### src/rtl/prog_loader_pkg.sv
// Shared definitions for the program loader: FSM state encoding and the
// byte-stream format constants (header length, bytes per instruction word).
// Imported by the loader interface and the loader itself.
package prog_loader_pkg;

   // Loader FSM states
   typedef enum logic [2:0] {
      ST_IDLE = 3'd0,
      ST_LEN  = 3'd1,
      ST_DATA = 3'd2,
      ST_CHK  = 3'd3,
      ST_DONE = 3'd4,
      ST_ERR  = 3'd5
   } state_t;

   // Stream format: little-endian 16-bit word count, then 4 bytes per word
   localparam int unsigned HDR_BYTES      = 2;
   localparam int unsigned BYTES_PER_WORD = 4;

   // Bit offset of byte lane idx inside a 32-bit instruction word
   function automatic logic [4:0] byte_lane_lsb(input logic [1:0] idx);
      return {idx, 3'b000};
   endfunction

endpackage

### src/rtl/prog_loader_if.sv
// Byte-stream, instruction-memory write port and core-control bundle of the
// program loader. slave = loader side (consumes bytes, drives imem/status),
// master = host/testbench side (drives start and the byte stream).
interface prog_loader_if #(
   parameter int unsigned AW = 6
);
   logic          start;       // one-cycle load request
   logic          in_valid;    // byte-stream valid
   logic [7:0]    in_byte;     // byte-stream data
   logic          in_ready;    // byte-stream ready
   logic          imem_we;     // instruction-memory write strobe
   logic [AW-1:0] imem_addr;   // instruction-memory word address
   logic [31:0]   imem_wdata;  // instruction word to write
   logic          cpu_hold;    // keeps the core's PC and write enables frozen
   logic          done;        // load finished, checksum good
   logic          error;       // load failed

   modport slave (
      input  start, in_valid, in_byte,
      output in_ready, imem_we, imem_addr, imem_wdata, cpu_hold, done, error
   );

   modport master (
      output start, in_valid, in_byte,
      input  in_ready, imem_we, imem_addr, imem_wdata, cpu_hold, done, error
   );

endinterface

### src/rtl/prog_loader.sv
// Purpose : loads a program from a byte stream (2-byte LE word count N,
//           4*N LE instruction bytes, 1 XOR checksum byte) into the
//           instruction memory while holding the core; releases it on success.
// Ports   : clk, rst_n (sync, active-low); bus (prog_loader_if.slave):
//           start, in_valid/in_byte/in_ready byte stream, imem_we/imem_addr/
//           imem_wdata write port, cpu_hold, done, error.
// Latency : imem_we pulses the cycle after the 4th byte of a word; one byte
//           per cycle sustained, in_ready never drops for a memory write.
// imem_* connect to the instruction memory write port; cpu_hold gates the
// PC update (and RegWrite/MemWrite) in the CPU top level.
module prog_loader
   import prog_loader_pkg::*;
#(
   parameter int unsigned IMEM_WORDS = 64,
   parameter int unsigned AW         = 6
) (
   input  logic            clk,
   input  logic            rst_n,
   prog_loader_if.slave    bus
);

   // ------------------------------------------------------------------
   // State and registered outputs
   // ------------------------------------------------------------------
   state_t        r_state;
   logic [15:0]   r_len;        // word count N from the header
   logic          r_hdr_idx;    // which header byte comes next
   logic [1:0]    r_byte_idx;   // byte lane inside the current word
   logic [AW-1:0] r_addr;       // index of the word being assembled/written
   logic [7:0]    r_xor;        // running XOR of instruction bytes
   logic [31:0]   r_wdata;      // word assembly register, also imem_wdata
   logic          r_we;
   logic          r_in_ready;
   logic          r_cpu_hold;
   logic          r_done;
   logic          r_error;

   // ------------------------------------------------------------------
   // Combinational helpers
   // ------------------------------------------------------------------
   logic          w_acc;        // byte accepted this cycle
   logic [15:0]   w_len_full;   // complete N once the high header byte arrives
   logic          w_len_too_big;
   logic          w_last_word;  // current word is word N-1
   logic          w_last_hdr;
   logic          w_last_lane;

   assign w_acc         = bus.in_valid & r_in_ready;
   assign w_len_full    = {bus.in_byte, r_len[7:0]};
   assign w_len_too_big = ({16'd0, w_len_full} > IMEM_WORDS);
   assign w_last_word   = ((17'(r_addr) + 17'd1) == {1'b0, r_len});
   assign w_last_hdr    = (r_hdr_idx == 1'(HDR_BYTES - 1));
   assign w_last_lane   = (r_byte_idx == 2'(BYTES_PER_WORD - 1));

   // ------------------------------------------------------------------
   // Loader FSM
   // ------------------------------------------------------------------
   always_ff @(posedge clk) begin
      if (!rst_n) begin
         r_state    <= ST_IDLE;
         r_len      <= '0;
         r_hdr_idx  <= 1'b0;
         r_byte_idx <= '0;
         r_addr     <= '0;
         r_xor      <= '0;
         r_wdata    <= '0;
         r_we       <= 1'b0;
         r_in_ready <= 1'b0;
         r_cpu_hold <= 1'b1;
         r_done     <= 1'b0;
         r_error    <= 1'b0;
      end else begin
         // Write strobe is a single-cycle pulse by default
         r_we <= 1'b0;

         // Advance the word address only after the write cycle so imem_addr
         // still names the written word while imem_we is high. The final
         // word moves the FSM to CHK in the same edge, so the address is
         // left at N-1 and never wraps past the memory.
         if (r_we && (r_state == ST_DATA)) begin
            r_addr <= r_addr + AW'(1);
         end

         unique case (r_state)
            ST_IDLE, ST_DONE, ST_ERR: begin
               if (bus.start) begin
                  r_state    <= ST_LEN;
                  r_len      <= '0;
                  r_hdr_idx  <= 1'b0;
                  r_byte_idx <= '0;
                  r_addr     <= '0;
                  r_xor      <= '0;
                  r_in_ready <= 1'b1;
                  r_cpu_hold <= 1'b1;
                  r_done     <= 1'b0;
                  r_error    <= 1'b0;
               end
            end

            ST_LEN: begin
               if (w_acc) begin
                  if (!w_last_hdr) begin
                     r_len[7:0] <= bus.in_byte;
                     r_hdr_idx  <= 1'b1;
                  end else begin
                     r_len[15:8] <= bus.in_byte;
                     if (w_len_too_big) begin
                        r_state    <= ST_ERR;
                        r_in_ready <= 1'b0;
                        r_error    <= 1'b1;
                     end else if (w_len_full == 16'd0) begin
                        // Empty program: only the checksum byte (0x00) follows
                        r_state <= ST_CHK;
                     end else begin
                        r_state <= ST_DATA;
                     end
                  end
               end
            end

            ST_DATA: begin
               if (w_acc) begin
                  r_wdata[byte_lane_lsb(r_byte_idx) +: 8] <= bus.in_byte;
                  r_xor      <= r_xor ^ bus.in_byte;
                  r_byte_idx <= r_byte_idx + 2'd1;
                  if (w_last_lane) begin
                     r_we <= 1'b1;
                     if (w_last_word) begin
                        r_state <= ST_CHK;
                     end
                  end
               end
            end

            ST_CHK: begin
               if (w_acc) begin
                  r_in_ready <= 1'b0;
                  if (bus.in_byte == r_xor) begin
                     r_state    <= ST_DONE;
                     r_done     <= 1'b1;
                     r_cpu_hold <= 1'b0;
                  end else begin
                     r_state <= ST_ERR;
                     r_error <= 1'b1;
                  end
               end
            end

            default: begin
               r_state    <= ST_IDLE;
               r_in_ready <= 1'b0;
               r_cpu_hold <= 1'b1;
               r_done     <= 1'b0;
               r_error    <= 1'b0;
            end
         endcase
      end
   end

   // ------------------------------------------------------------------
   // Outputs
   // ------------------------------------------------------------------
   assign bus.in_ready   = r_in_ready;
   assign bus.imem_we    = r_we;
   assign bus.imem_addr  = r_addr;
   assign bus.imem_wdata = r_wdata;
   assign bus.cpu_hold   = r_cpu_hold;
   assign bus.done       = r_done;
   assign bus.error      = r_error;

endmodule
### src/flat_wrapper.sv
// flat-port wrapper written by rule: the top's interface ports become plain ports
module prog_loader_flat import prog_loader_pkg::*;
#(
   parameter int unsigned IMEM_WORDS = 64,
   parameter int unsigned AW         = 6
)
  (clk, rst_n, bus_start, bus_in_valid, bus_in_byte, bus_in_ready, bus_imem_we, bus_imem_addr, bus_imem_wdata, bus_cpu_hold, bus_done, bus_error);
  prog_loader_if #(.AW(AW)) bus_i ();
  input  logic clk;
  input  logic rst_n;
  input wire logic [$bits(bus_i.start)-1:0] bus_start;
  input wire logic [$bits(bus_i.in_valid)-1:0] bus_in_valid;
  input wire logic [$bits(bus_i.in_byte)-1:0] bus_in_byte;
  output wire logic [$bits(bus_i.in_ready)-1:0] bus_in_ready;
  output wire logic [$bits(bus_i.imem_we)-1:0] bus_imem_we;
  output wire logic [$bits(bus_i.imem_addr)-1:0] bus_imem_addr;
  output wire logic [$bits(bus_i.imem_wdata)-1:0] bus_imem_wdata;
  output wire logic [$bits(bus_i.cpu_hold)-1:0] bus_cpu_hold;
  output wire logic [$bits(bus_i.done)-1:0] bus_done;
  output wire logic [$bits(bus_i.error)-1:0] bus_error;
  assign bus_i.start = bus_start;
  assign bus_i.in_valid = bus_in_valid;
  assign bus_i.in_byte = bus_in_byte;
  assign bus_in_ready = bus_i.in_ready;
  assign bus_imem_we = bus_i.imem_we;
  assign bus_imem_addr = bus_i.imem_addr;
  assign bus_imem_wdata = bus_i.imem_wdata;
  assign bus_cpu_hold = bus_i.cpu_hold;
  assign bus_done = bus_i.done;
  assign bus_error = bus_i.error;
  prog_loader #(.IMEM_WORDS(IMEM_WORDS), .AW(AW)) u_core (.clk(clk), .rst_n(rst_n), .bus(bus_i));
endmodule
### config.mk
export PLATFORM = sky130hd
export DESIGN_NAME = prog_loader_flat
export DESIGN_NICKNAME = d
export VERILOG_FILES = /design/src/rtl/prog_loader_pkg.sv /design/src/rtl/prog_loader_if.sv /design/src/rtl/prog_loader.sv /design/src/flat_wrapper.sv
export SDC_FILE = /design/constraint.sdc
export NUM_CORES = 1
export LEC_CHECK = 0
export BUFFER_PORTS_ARGS = -buffer_cell sky130_fd_sc_hd__buf_2
export CELL_PAD_IN_SITES_DETAIL_PLACEMENT = 2
export CELL_PAD_IN_SITES_GLOBAL_PLACEMENT = 2
export CORE_MARGIN = 4
export CORE_UTILIZATION = 37
export CTS_BUF_LIST = sky130_fd_sc_hd__clkbuf_16
export CTS_CLUSTER_DIAMETER = 80
export DETAILED_ROUTE_END_ITERATION = 10
export PLACE_DENSITY_LB_ADDON = 0.1
export SYNTH_ARGS = -nofsm -noshare
export SYNTH_HDL_FRONTEND = slang
export SYNTH_SLANG_ARGS = --single-unit
export TNS_END_PERCENT = 50
### constraint.sdc
create_clock -name clk -period 5.2 [get_ports clk]
set_input_delay 0.26 -clock clk [delete_from_list [all_inputs] [get_ports clk]]
set_output_delay 0.26 -clock clk [all_outputs]
set_load 0.01 [all_outputs]
Word-level counts from Yosys, hierarchy flattened --
Index checks and enable logic that the tools add are counted.
Cells by class: multipliers 0, reductions and logical operators 17, div/mod/pow operators 0, $lt $le $gt $ge 1, equal/unequal tests 19, bitwise gates (word level) 4, add/sub/neg operators 4, shifts and indexed selects 2, mux-type cells 48
Operator list (count):
- $bwmux 32 | 1
- $mux 16 | 2
- $mux 8 | 4
- $pmux 16 s2 | 1
- $shift 8x7->32 const A | 1
- $shiftx 8x7->32 | 1
- $mux 3 | 8
- $mux 1 | 19
- $mux 6 | 3
- $eq 17x16->1 | 1
- $gt 16x7->1 const B | 1
- $logic_not 16->1 | 1
- $ne 2x1->1 const B | 8
- $pmux 8 s2 | 1
- $reduce_and 7->1 | 2
- $pmux 3 s4 | 1
- $reduce_and 4->1 | 3
- $reduce_and 3->1 | 3
- $eq 8x8->1 | 1
- $pmux 1 s4 | 2
- $xor 8x8->8 | 1
- $add 6x1->7 const B | 1
- $neg 5->7 | 1
- $add 6x1->6 const B | 1
- 19 further kinds | 27
Storage, ports and cells: memories kept 0, memory bits (writable) 0, input port bits 12, ROM bits 0, register bits after elaboration 73, latch bits 0, word-level logic and storage cells 108

Longest topological paths before layout --
Gate-level depths: netlist (run 1).
depth after elaboration 6, mapped depth 7

Worst setup path before layout (run 1) --
No wires, ideal clock.
kind register to register, from register u_core.r_byte_idx[0], to register u_core.r_state[0], arrival time 1.895 ns, clock period less this slack 2.014 ns, library setup time 0.120 ns, data required time 5.080 ns, path buffers 0, stages on the path, launching flop included 8, path slack 3.186 ns, cells stage by stage dfxtp_1 -> ha_1 -> or4b_4 -> a2111oi_4 -> nand4_1 -> a2111oi_2 -> nor2_1 -> mux2i_1
On the way: word-level cells in the longest chain between the ends 3
Ends and longest elaborated chain:
- start: declaration | RTL line prog_loader.sv:28 | logic [1:0] r_byte_idx;
- start signal: assignment | RTL line prog_loader.sv:125 | r_byte_idx <= r_byte_idx + 2'd1;
- $eq 2x2->1 | RTL line prog_loader.sv:53 | assign w_last_lane = (r_byte_idx == 2'(BYTES_PER_WORD - 1));
- via u_core.w_last_lane | RTL line prog_loader.sv:46 | logic w_last_lane;
- $ne 2x1->1 (no line)
- $reduce_and 7->1 (no line)
- end signal: assignment | RTL line prog_loader.sv:60 | r_state <= ST_IDLE;
- end signal: assignment | RTL line prog_loader.sv:87 | r_state <= ST_LEN;
- end signal: assignment | RTL line prog_loader.sv:108 | r_state <= ST_ERR;
- end: declaration | RTL line prog_loader.sv:25 | state_t r_state;
The timed path passes the listed nets, and every way through them passes these cells. A chain may end at the register's enable or synchronous reset.

Worst setup path in the final report (run 1) --
from register u_core.r_state[1], to register u_core.r_wdata[15], in the netlist u_core.bus.imem_wdata[15]
On the way: word-level cells in the longest chain between the ends 2
Ends and longest elaborated chain:
- $eq 3x2->1 | RTL line prog_loader.sv:84 | unique case (r_state)
- $reduce_and 2->1 (no line)
- end signal: indexed assignment | RTL line prog_loader.sv:123 | r_wdata[byte_lane_lsb(r_byte_idx) +: 8] <= bus.in_byte;
- end: declaration | RTL line prog_loader.sv:31 | logic [31:0] r_wdata;
No other way between the ends.

==> run_results.csv, run 1 <==
group,metric,value,unit
clock_network,clkLatencyLatePin,0.33,ns
worst_setup_path,start_kind,"flop",
timing,hold_viol_final,0,
clock_network,cts-buffers-inserted,9,
timing,fin_crit_sh,54.9,%
cells_and_area,final_layout_size_suffix_gt1_share,17.5,%
synth,syn_avg_cell_area,8.66,um^2
routing,vias_per_cell,5.48,
timing,slew_headroom,35.8,%
power_and_ir_drop,switchingPower,0.000477,W
synth,syn_area,3680,um^2
routing,drtAntennaViolNets,0,
floorplanning,die_w,108,um
cells_and_area,syn2layout_area_growth,15.9,%
cells_and_area,antenna_cells,0,
run_status,status,"completed",
cells_and_area,nets,483,
routing,wl,11.5,mm
timing,min_period,2.86,ns
timing,rsz0062_at_grt,"false",
worst_setup_path,worstPathRequired,5.41,ns
worst_setup_path,cp-end-kind,"flop",
global_route,grt_max_degree,71,
global_route,grt.total_usage,20.5,%
clock_network,clkSlewWorstSetupHoldPaths,0.06,ns
worst_hold_path,hold_depth,3,
floorplanning,ios,55,
synth,synth_nets,444,
floorplanning,dieArea,11600,um^2
worst_hold_path,hp-class,"in2reg",
worst_setup_path,cp.arrival,3.07,ns
routing,wl_per_cell,19.2,um
synth,async_flop_share,0,%
routing,vias,3298,
routing,top_layer,"met4",
power_and_ir_drop,comb_power_share,20.6,%
synth,yosys_most_used_dff,"dfxtp_1",
power_and_ir_drop,netSwitchingFraction,31.8,%
clock_network,cts_resized,0,
place,portBuffers,54,
timing,tns,0,ns
global_route,grt_pass1_wl,18.6,mm
place,hpwl,8.03,mm
clock_network,cts_buffer_depth,2,
routing,met2_length,5.56,mm
worst_setup_path,r2r.worst_path.cells,5,
power_and_ir_drop,seq_power_share,42.0,%
clock_network,cts_setup_buffers,0,
timing,finalMaxSlewViolations,0,
clock_network,clockRootBuffer,"clkbuf_16",
power_and_ir_drop,ir_drop,152,uV
synth,synth-edff-count,0,
routing,dr.pass1.iters,4,
synth,ys_types,47,
floorplanning,die_h,108,um
routing,drc,0,
power_and_ir_drop,p_per_area,352,nW/um^2
power_and_ir_drop,p_leak,1.63,nW
run,maxCapViolCount,0,
synth,ys_seq_elements,73,
timing,skew,0.00569,ns
floorplanning,start_util,37.8,%
clock_network,cts_tree,"yes",
routing,wl_met1,5.64,mm
worst_setup_path,path_class,"reg2reg",
routing,dr_wl_met3,226,um
synth,synthCells,425,
timing,worst_slew_pin_slew,0.961,ns
routing,drt_iter0_markers,141,
global_route,grt_pass1_vias,3483,
synth,ys_seq_area_share,39.7,%
clock_network,clock-sinks,73,
power_and_ir_drop,clockPowerShare,37.3,%
floorplanning,core-area,9730,um^2
synth,yosysWarnings,0,
cells_and_area,utilization,43.9,%
place,gp_congestion,0.738,
global_route,antenna_found_initial,0,
floorplanning,rows,36,
cells_and_area,fill_cells,1129,
clock_network,htreeDepth,3,
timing,max_freq,350,MHz
power_and_ir_drop,internal_power,0.00102,W
global_route,grt-ovfl-total,0,
timing,setup_violations,0,
clock_network,cts_hold_buf,0,
worst_setup_path,worst-path-max-fanout,24,
## critical path: stages, from the launching register on
cell and delay, ns:
dfxtp_1 0.68, nor3b_1 0.57, and3_1 0.83, nand2_1 0.40
nand2_1 0.18, a21boi_1 0.07
## path summary, 6_finish.rpt
check | startpoint | to | slack [ns]
worst max-delay path | u_core.r_state[1] | u_core.bus.imem_wdata[15] | 2.34
worst min-delay path | bus_in_byte[7] | u_core.bus.imem_wdata[7] | 0.31
worst max register to register | u_core.r_state[1] | u_core.bus.imem_wdata[15] | 2.34
worst min register to register | u_core.bus.imem_wdata[23] | u_core.bus.imem_wdata[23] | 0.45
## registers in the layout (all words and copies together) (netlist names)
name                   cells
u_core.bus.cpu_hold        1
u_core.bus.done            1
u_core.bus.error           1
u_core.bus.imem_addr       6
u_core.bus.imem_wdata     32
u_core.bus.imem_we         1
u_core.bus.in_ready        1
u_core.r_byte_idx          2
u_core.r_hdr_idx           1
u_core.r_len              16
u_core.r_state             3
u_core.r_xor               8
## through the flow
step / power, W / cells / area, um^2 / hold WS, ns / worst slack, ns
3_3_place_gp: 0.000937 / 586 / 4000 / 0.436 / 2.56
6_report: 0.00150 / 602 / 4270 / 0.309 / 2.34
2_1_floorplan: 0.000872 / 425 / 3680 / 0.468 / 3.19
3_5_place_dp: 0.000949 / 586 / 4000 / 0.445 / 2.39
4_1_cts: 0.00151 / 602 / 4270 / 0.308 / 2.36
5_1_grt: 0.00157 / 602 / 4270 / 0.319 / 2.06
## cell usage after synthesis, types with 6 or more instances
| cell | instances | area [um^2] |
|---|---|---|
| nand2_1 | 51 | 191 |
| nand3b_1 | 8 | 60.1 |
| buf_2 | 6 | 30.0 |
| inv_1 | 6 | 22.5 |
| o21ai_0 | 15 | 75.1 |
| xor2_1 | 6 | 52.6 |
| nand4_1 | 36 | 225 |
| clkbuf_1 | 20 | 75.1 |
| and3_1 | 11 | 68.8 |
| mux2i_1 | 19 | 190 |
| ha_1 | 7 | 87.6 |
| nor2_1 | 27 | 101 |
| a21boi_1 | 41 | 308 |
| nand3_1 | 14 | 70.1 |
| dfxtp_1 | 73 | 1460 |
| nor2b_1 | 20 | 125 |
| a21oi_1 | 6 | 30.0 |
| xnor2_1 | 11 | 96.3 |
## power groups by stage
stage               Combinational (W)  Sequential, W  Clock [W]
floorplan                    0.000255       0.000617          0
global placement             0.000296       0.000641          0
detailed placement           0.000307       0.000642          0
CTS                          0.000312       0.000630   0.000572
global route                 0.000339       0.000637   0.000597
finish                       0.000310       0.000630   0.000560
## cells in the final DEF, fill, tap and decap left out, types with 2 or more instances in the layout
| master | count |
|---|---|
| xnor2_1 | 11 |
| clkinvlp_4 | 3 |
| clkbuf_16 | 9 |
| inv_1 | 7 |
| nor4_1 | 4 |
| dfxtp_1 | 73 |
| o21a_1 | 2 |
| mux2i_1 | 19 |
| buf_4 | 3 |
| nand3b_1 | 8 |
| nor2_1 | 27 |
| a21boi_1 | 41 |
| or4_1 | 2 |
| nand4_1 | 36 |
| xor2_1 | 6 |
| nor3_1 | 5 |
| nand2_1 | 51 |
| a22oi_1 | 2 |
| o21ai_0 | 15 |
| nand3_1 | 14 |
| a21oi_1 | 6 |
| nor2b_1 | 20 |
| o21ai_1 | 2 |
| and3_1 | 11 |
| ha_1 | 7 |
| a31oi_1 | 2 |
| nor3b_1 | 4 |
| clkinv_1 | 2 |
| buf_2 | 54 |
| a2bb2oi_1 | 2 |
| nor2_2 | 2 |
## cells by family after synthesis
group | synth area share [%]
mux | 5.16
compound gates | 16.5
fa+ha+maj | 2.38
xor+xnor | 4.04
buf+inv | 4.38
flops | 39.7
simple gates | 27.9
## final cells by class
| cell class | count | area, um^2 | area share, % |
|---|---|---|---|
| clock buffer | 9 | 225 | 5.28 |
| multi-input combinational | 317 | 2060 | 48.3 |
| clock inverter | 7 | 38.8 | 0.909 |
| timing repair buffer | 57 | 293 | 6.86 |
| inverter | 6 | 22.5 | 0.528 |
| sequential | 73 | 1460 | 34.3 |
| tap | 133 | 166 | 3.90 |
## per-layer routing
metal / global-route usage, % / vias up
met5: 0 / -
met4: 6.67 / 0
met3: 2.88 / 8
met2: 34.3 / 41
met1: 27.2 / 1660
li1: - / 1589
No activity file was read; power rests on OpenSTA's default activity.
==> inputs of run 2 (changes only) <==
Settings changed: CORE_UTILIZATION 37 to 34.
Clock period 5.2 ns to 2.7 ns, I/O delays scaled along.
==> run_results.csv, run 2 (synthesis results as in run 1) <==
group,metric,value,unit
routing,dr_wl_met3,316,um
timing,min_period,2.18,ns
routing,dr.pass1.iters,4,
timing,worst_slew_pin_slew,0.618,ns
cells_and_area,antenna_cells,0,
clock_network,cts-buffers-inserted,9,
cells_and_area,final_common_cell,"dfxtp_1",
global_route,grt_max_degree,47,
place,gp_congestion,0.810,
clock_network,cts_buffer_depth,2,
clock_network,cts_resized,0,
cells_and_area,syn2layout_area_growth,18.6,%
power_and_ir_drop,p_per_area,697,nW/um^2
power_and_ir_drop,internal_power,0.00209,W
timing,tns,0,ns
power_and_ir_drop,p_leak,1.68,nW
global_route,antenna_found_initial,0,
floorplanning,rows,37,
worst_hold_path,hp-class,"in2reg",
power_and_ir_drop,comb_power_share,21.2,%
timing,finalMaxSlewViolations,0,
timing,skew,0.00520,ns
place,placed_area,4080,um^2
run_status,status,"completed",
routing,wl_per_cell,19.2,um
clock_network,htreeDepth,3,
timing,setup_violations,0,
timing,max_freq,460,MHz
clock_network,clock-sinks,73,
routing,met2_length,5.71,mm
worst_setup_path,slowest_stage,"dfxtp_1",
routing,drc,0,
global_route,grt.total_usage,19.5,%
worst_setup_path,cp.arrival,2.40,ns
clock_network,clockRootBuffer,"clkbuf_16",
power_and_ir_drop,power.total,0.00304,W
power_and_ir_drop,switchingPower,0.000949,W
worst_setup_path,start_kind,"flop",
power_and_ir_drop,netSwitchingFraction,31.2,%
timing,slew_headroom,58.8,%
floorplanning,start_util,35.4,%
global_route,grt_pass1_wl,19.6,mm
clock_network,cts_tree,"yes",
routing,drtAntennaViolNets,0,
floorplanning,die_w,112,um
routing,vias,3382,
worst_setup_path,crit_chain,"ha_1 -> or4b_4 -> a2111oi_4 -> nand4_1 -> a2111oi_2 -> nor2_1 -> mux2i_1",
routing,vias_per_cell,5.52,
clock_network,clkLatencyLatePin,0.34,ns
power_and_ir_drop,seq_power_share,39.6,%
floorplanning,ios,55,
timing,whs,0.178,ns
global_route,grt_pass1_vias,3769,
global_route,grt-ovfl-total,0,
cells_and_area,final_cell_mix,"73 x dfxtp_1, 54 x buf_2, 51 x nand2_1",
place,portBuffers,54,
cells_and_area,fin_area,4370,um^2
floorplanning,dieArea,12600,um^2
routing,drt_iter0_markers,97,
worst_setup_path,worstPathRequired,2.93,ns
routing,top_layer,"met4",
cells_and_area,largest_register_ffs,32,
power_and_ir_drop,ir_drop,285,uV
clock_network,cts_hold_buf,0,
worst_setup_path,worst-path-max-fanout,8,
worst_setup_path,cp_slowest_stage_delay,0.48,ns
timing,rsz0062_at_grt,"false",
cells_and_area,final_layout_size_suffix_gt1_share,18.9,%
place,hpwl,8.22,mm
cells_and_area,nets,491,
worst_setup_path,path_class,"reg2reg",
routing,wl_met1,5.58,mm
worst_setup_path,cp-end-kind,"flop",
power_and_ir_drop,clockPowerShare,39.2,%
run,maxCapViolCount,0,
floorplanning,die_h,112,um
clock_network,cts_setup_buffers,0,
place,preCtsSetupSlack,0.503,ns
clock_network,clkSlewWorstSetupHoldPaths,0.06,ns
timing,setup_ws,0.525,ns
floorplanning,core-area,10400,um^2
timing,hold_viol_final,0,
routing,wl,11.8,mm
timing,fin_crit_sh,80.6,%
==> run 2: changes by cell type in the layout (fill, tap and decap cells not counted) <==
cell,change
bufinv_16,+1
buf_12,+1
buf_4,+7
clkinv_1,+1
inv_1,-1
clkinvlp_4,-1
==> run 2: layout make-up <==
class | count | area [um^2]
clock inverter | 7 | 61.3
clock buffer | 9 | 225
timing repair buffer | 65 | 365
sequential | 73 | 1460
fill | 1195 | 6050
tap | 136 | 170
multi-input combinational | 317 | 2060
inverter | 6 | 22.5
==> run 2: worst max-delay path, delay by kind of cell (launching register included) <==
| family | cells | cell delay [ns] |
|---|---|---|
| and+or+nand+nor | 3 | 0.70 |
| AOI/OAI and AO/OA | 2 | 0.55 |
| DFF | 1 | 0.48 |
| adders and majority gates | 1 | 0.20 |
| muxes | 1 | 0.12 |
==> run 2: path summary, 6_finish.rpt <==
kind                             startpoint                        end  slack [ns]  depth (start not counted)
setup / recovery       u_core.r_byte_idx[0]          u_core.r_state[0]        0.52                          7
hold / removal               bus_in_byte[3]   u_core.bus.imem_wdata[3]        0.18                          3
setup reg to reg       u_core.r_byte_idx[0]          u_core.r_state[0]        0.52                          7
hold reg to reg   u_core.bus.imem_wdata[16]  u_core.bus.imem_wdata[16]        0.45                          2
==> run 2: metal layers <==
metal	GRT usage (%)	up-vias
li1	-	1609
met1	24.8	1698
met2	33.1	57
met3	3.72	18
met4	6.65	0
met5	0	-
==> run 2: through the flow <==
step                      util [%]  cells
after global placement        39.2    597
after CTS                     41.9    613
after global routing          41.9    613
after detailed placement      39.2    597
after floorplan                  -    425
final                         41.9    613
==> run 2: power by group through the flow <==
stage / registers [W] / clock network [W] / logic, W
final: 0.00120 / 0.00119 / 0.000645
after global routing: 0.00121 / 0.00128 / 0.000704
after CTS: 0.00120 / 0.00122 / 0.000652
after detailed placement: 0.00123 / 0 / 0.000646
after global placement: 0.00122 / 0 / 0.000624
after floorplan: 0.00119 / 0 / 0.000491
==> inputs of run 3 (changes only) <==
Settings changed: CORE_UTILIZATION 34 to 31.
Clock period 2.7 ns to 1.9 ns, I/O delays scaled along.
==> run_results.csv, run 3 (synthesis results as in run 1) <==
group,metric,value,unit
run_status,status,"complete, but fails checks",
run_status,violations,"setup timing",
routing,vias_per_cell,5.37,
timing,hold_viol_final,0,
timing,skew,0.00585,ns
floorplanning,die_w,117,um
floorplanning,die_h,117,um
global_route,grt_pass1_wl,20.0,mm
cells_and_area,fin_area,4630,um^2
routing,drc,0,
clock_network,clkSlewWorstSetupHoldPaths,0.06,ns
clock_network,cts_hold_buf,0,
worst_setup_path,cp_slowest_stage_delay,0.47,ns
floorplanning,rows,39,
timing,max_freq,524,MHz
timing,worst_slew_pin_slew,0.511,ns
cells_and_area,antenna_cells,0,
clock_network,cts_tree,"yes",
place,gp_congestion,0.791,
worst_setup_path,worstPathRequired,2.13,ns
floorplanning,start_util,32.0,%
routing,dr.pass1.iters,4,
timing,slew_headroom,65.9,%
global_route,grt-ovfl-total,0,
place,portBuffers,54,
routing,drtAntennaViolNets,0,
routing,drt_iter0_markers,176,
cells_and_area,utilization,40.2,%
clock_network,cts_buffer_depth,2,
worst_setup_path,path_class,"reg2reg",
clock_network,clockRootBuffer,"clkbuf_16",
clock_network,htreeDepth,3,
clock_network,cts_setup_buffers,0,
floorplanning,ios,55,
cells_and_area,fill_cells,1286,
timing,setup_ws,-0.00996,ns
routing,wl_per_cell,19.2,um
floorplanning,core-area,11500,um^2
clock_network,clock-sinks,73,
worst_hold_path,hold_depth,3,
cells_and_area,regArea,1470,um^2
worst_setup_path,cp_num_buf_inv,0,
routing,vias,3448,
routing,wl,12.3,mm
place,placed_area,4300,um^2
worst_hold_path,min_to,"u_core.r_xor[3]",
run,maxCapViolCount,0,
worst_hold_path,hp-class,"in2reg",
power_and_ir_drop,p_leak,1.82,nW
timing,setup_violations,1,
place,post-place-cells,626,
cells_and_area,final_cell_mix,"69 x dfxtp_1, 54 x buf_2, 47 x nand2_1",
timing,finalMaxSlewViolations,0,
power_and_ir_drop,ir_drop,371,uV
worst_setup_path,slowest_stage,"or4b_4",
timing,min_period,1.91,ns
worst_setup_path,cp-end-kind,"flop",
cells_and_area,multi_input_area,2110,um^2
cells_and_area,fin_cells,642,
timing,fin_crit_sh,101,%
worst_setup_path,crit_top_cell,"a2111oi_4",
cells_and_area,syn2layout_area_growth,25.7,%
worst_setup_path,crit_chain,"ha_4 -> or4b_4 -> a2111oi_4 -> nand4_1 -> a2111oi_4 -> nor2_1 -> mux2i_1",
cells_and_area,nets,513,
worst_setup_path,crit_family,"simple AND/OR/NAND/NOR gates",
clock_network,cts-buffers-inserted,9,
floorplanning,dieArea,13700,um^2
power_and_ir_drop,power.total,0.00448,W
global_route,grt_max_degree,47,
cells_and_area,final_common_cell,"dfxtp_1",
place,hpwl,8.98,mm
cells_and_area,final_layout_size_suffix_gt1_share,25.1,%
global_route,grt_pass1_vias,3752,
global_route,grt.total_usage,18.9,%
worst_setup_path,r2r.worst_path.cells,7,
worst_setup_path,rr_startpoint,"u_core.r_byte_idx[0]",
worst_hold_path,hold_start,"bus_in_byte[3]",
clock_network,clkLatencyLatePin,0.34,ns
cells_and_area,largest_register_ffs,32,
worst_setup_path,cp.arrival,2.14,ns
worst_setup_path,start_kind,"flop",
worst_setup_path,r2r_setup_slack,-0.01,ns
worst_setup_path,r2r_end,"u_core.r_state[0]",
power_and_ir_drop,p_per_area,967,nW/um^2
global_route,antenna_found_initial,0,
worst_setup_path,worst-path-max-fanout,2,
timing,rsz0062_at_grt,"true",
timing,whs,0.101,ns
-- run 3: changes by cell type in the layout (fill, tap and decap cells not counted), sizes merged --
cell      before  now
inv            6    7
clkinvlp       2    1
buf           65   87
-- run 3: worst max-delay path by stage --
stage                                        from                         to  cells past startpoint
after floorplan           u_core.bus.imem_addr[0]          u_core.r_state[0]                      7
after global placement          u_core.r_state[2]   u_core.bus.imem_wdata[4]                      7
after detailed placement        u_core.r_state[1]            u_core.r_xor[1]                      5
after CTS                       u_core.r_state[2]  u_core.bus.imem_wdata[21]                      7
after global routing         u_core.r_byte_idx[0]          u_core.r_state[0]                      7
final                        u_core.r_byte_idx[0]          u_core.r_state[0]                      7
-- run 3: power breakdown --
| group | internal, W | switching (W) |
|---|---|---|
| Combinational | 0.000495 | 0.000620 |
| Sequential | 0.00160 | 0.0000880 |
| Clock | 0.00100 | 0.000667 |
| Total | 0.00310 | 0.00138 |
-- run 3: routing by layer --
metal	wire [um]	vias up	GRT usage, %
li1	-	1648	-
met1	5910	1736	25.3
met2	5930	55	31.4
met3	324	9	3.50
met4	142	0	4.82
met5	0	-	0
-- run 3: timing repair --
| item | in CTS | in global routing |
|---|---|---|
| hold endpoints to repair | 0 | 0 |
| setup endpoints to repair | 48 | 52 |
| pin swaps | 1 | 1 |
| gates resized for setup | 3 | 6 |
-- run 3: layout make-up --
type | count | share of cell area [%]
clock buffer | 9 | 4.87
clock inverter | 7 | 1.35
inverter | 6 | 0.487
multi-input combinational | 317 | 45.7
sequential | 73 | 31.7
tap | 143 | 3.87
timing repair buffer | 87 | 12.0
-- run 3: worst register-to-register path, cell delays in order, from the launching register on --
cell and delay, ns:
dfxtp_4 0.36, ha_4 0.12, or4b_4 0.47, a2111oi_4 0.20
nand4_1 0.20, a2111oi_4 0.23, nor2_1 0.10, mux2i_1 0.12
-- run 3: through the flow --
step,setup TNS [ns],setup slack (ns)
after floorplan,0,0.0230
after global placement,-1.53,-0.0476
after detailed placement,-6.34,-0.179
after CTS,-0.966,-0.0495
after global routing,-3.36,-0.142
final,-0.00996,-0.00996
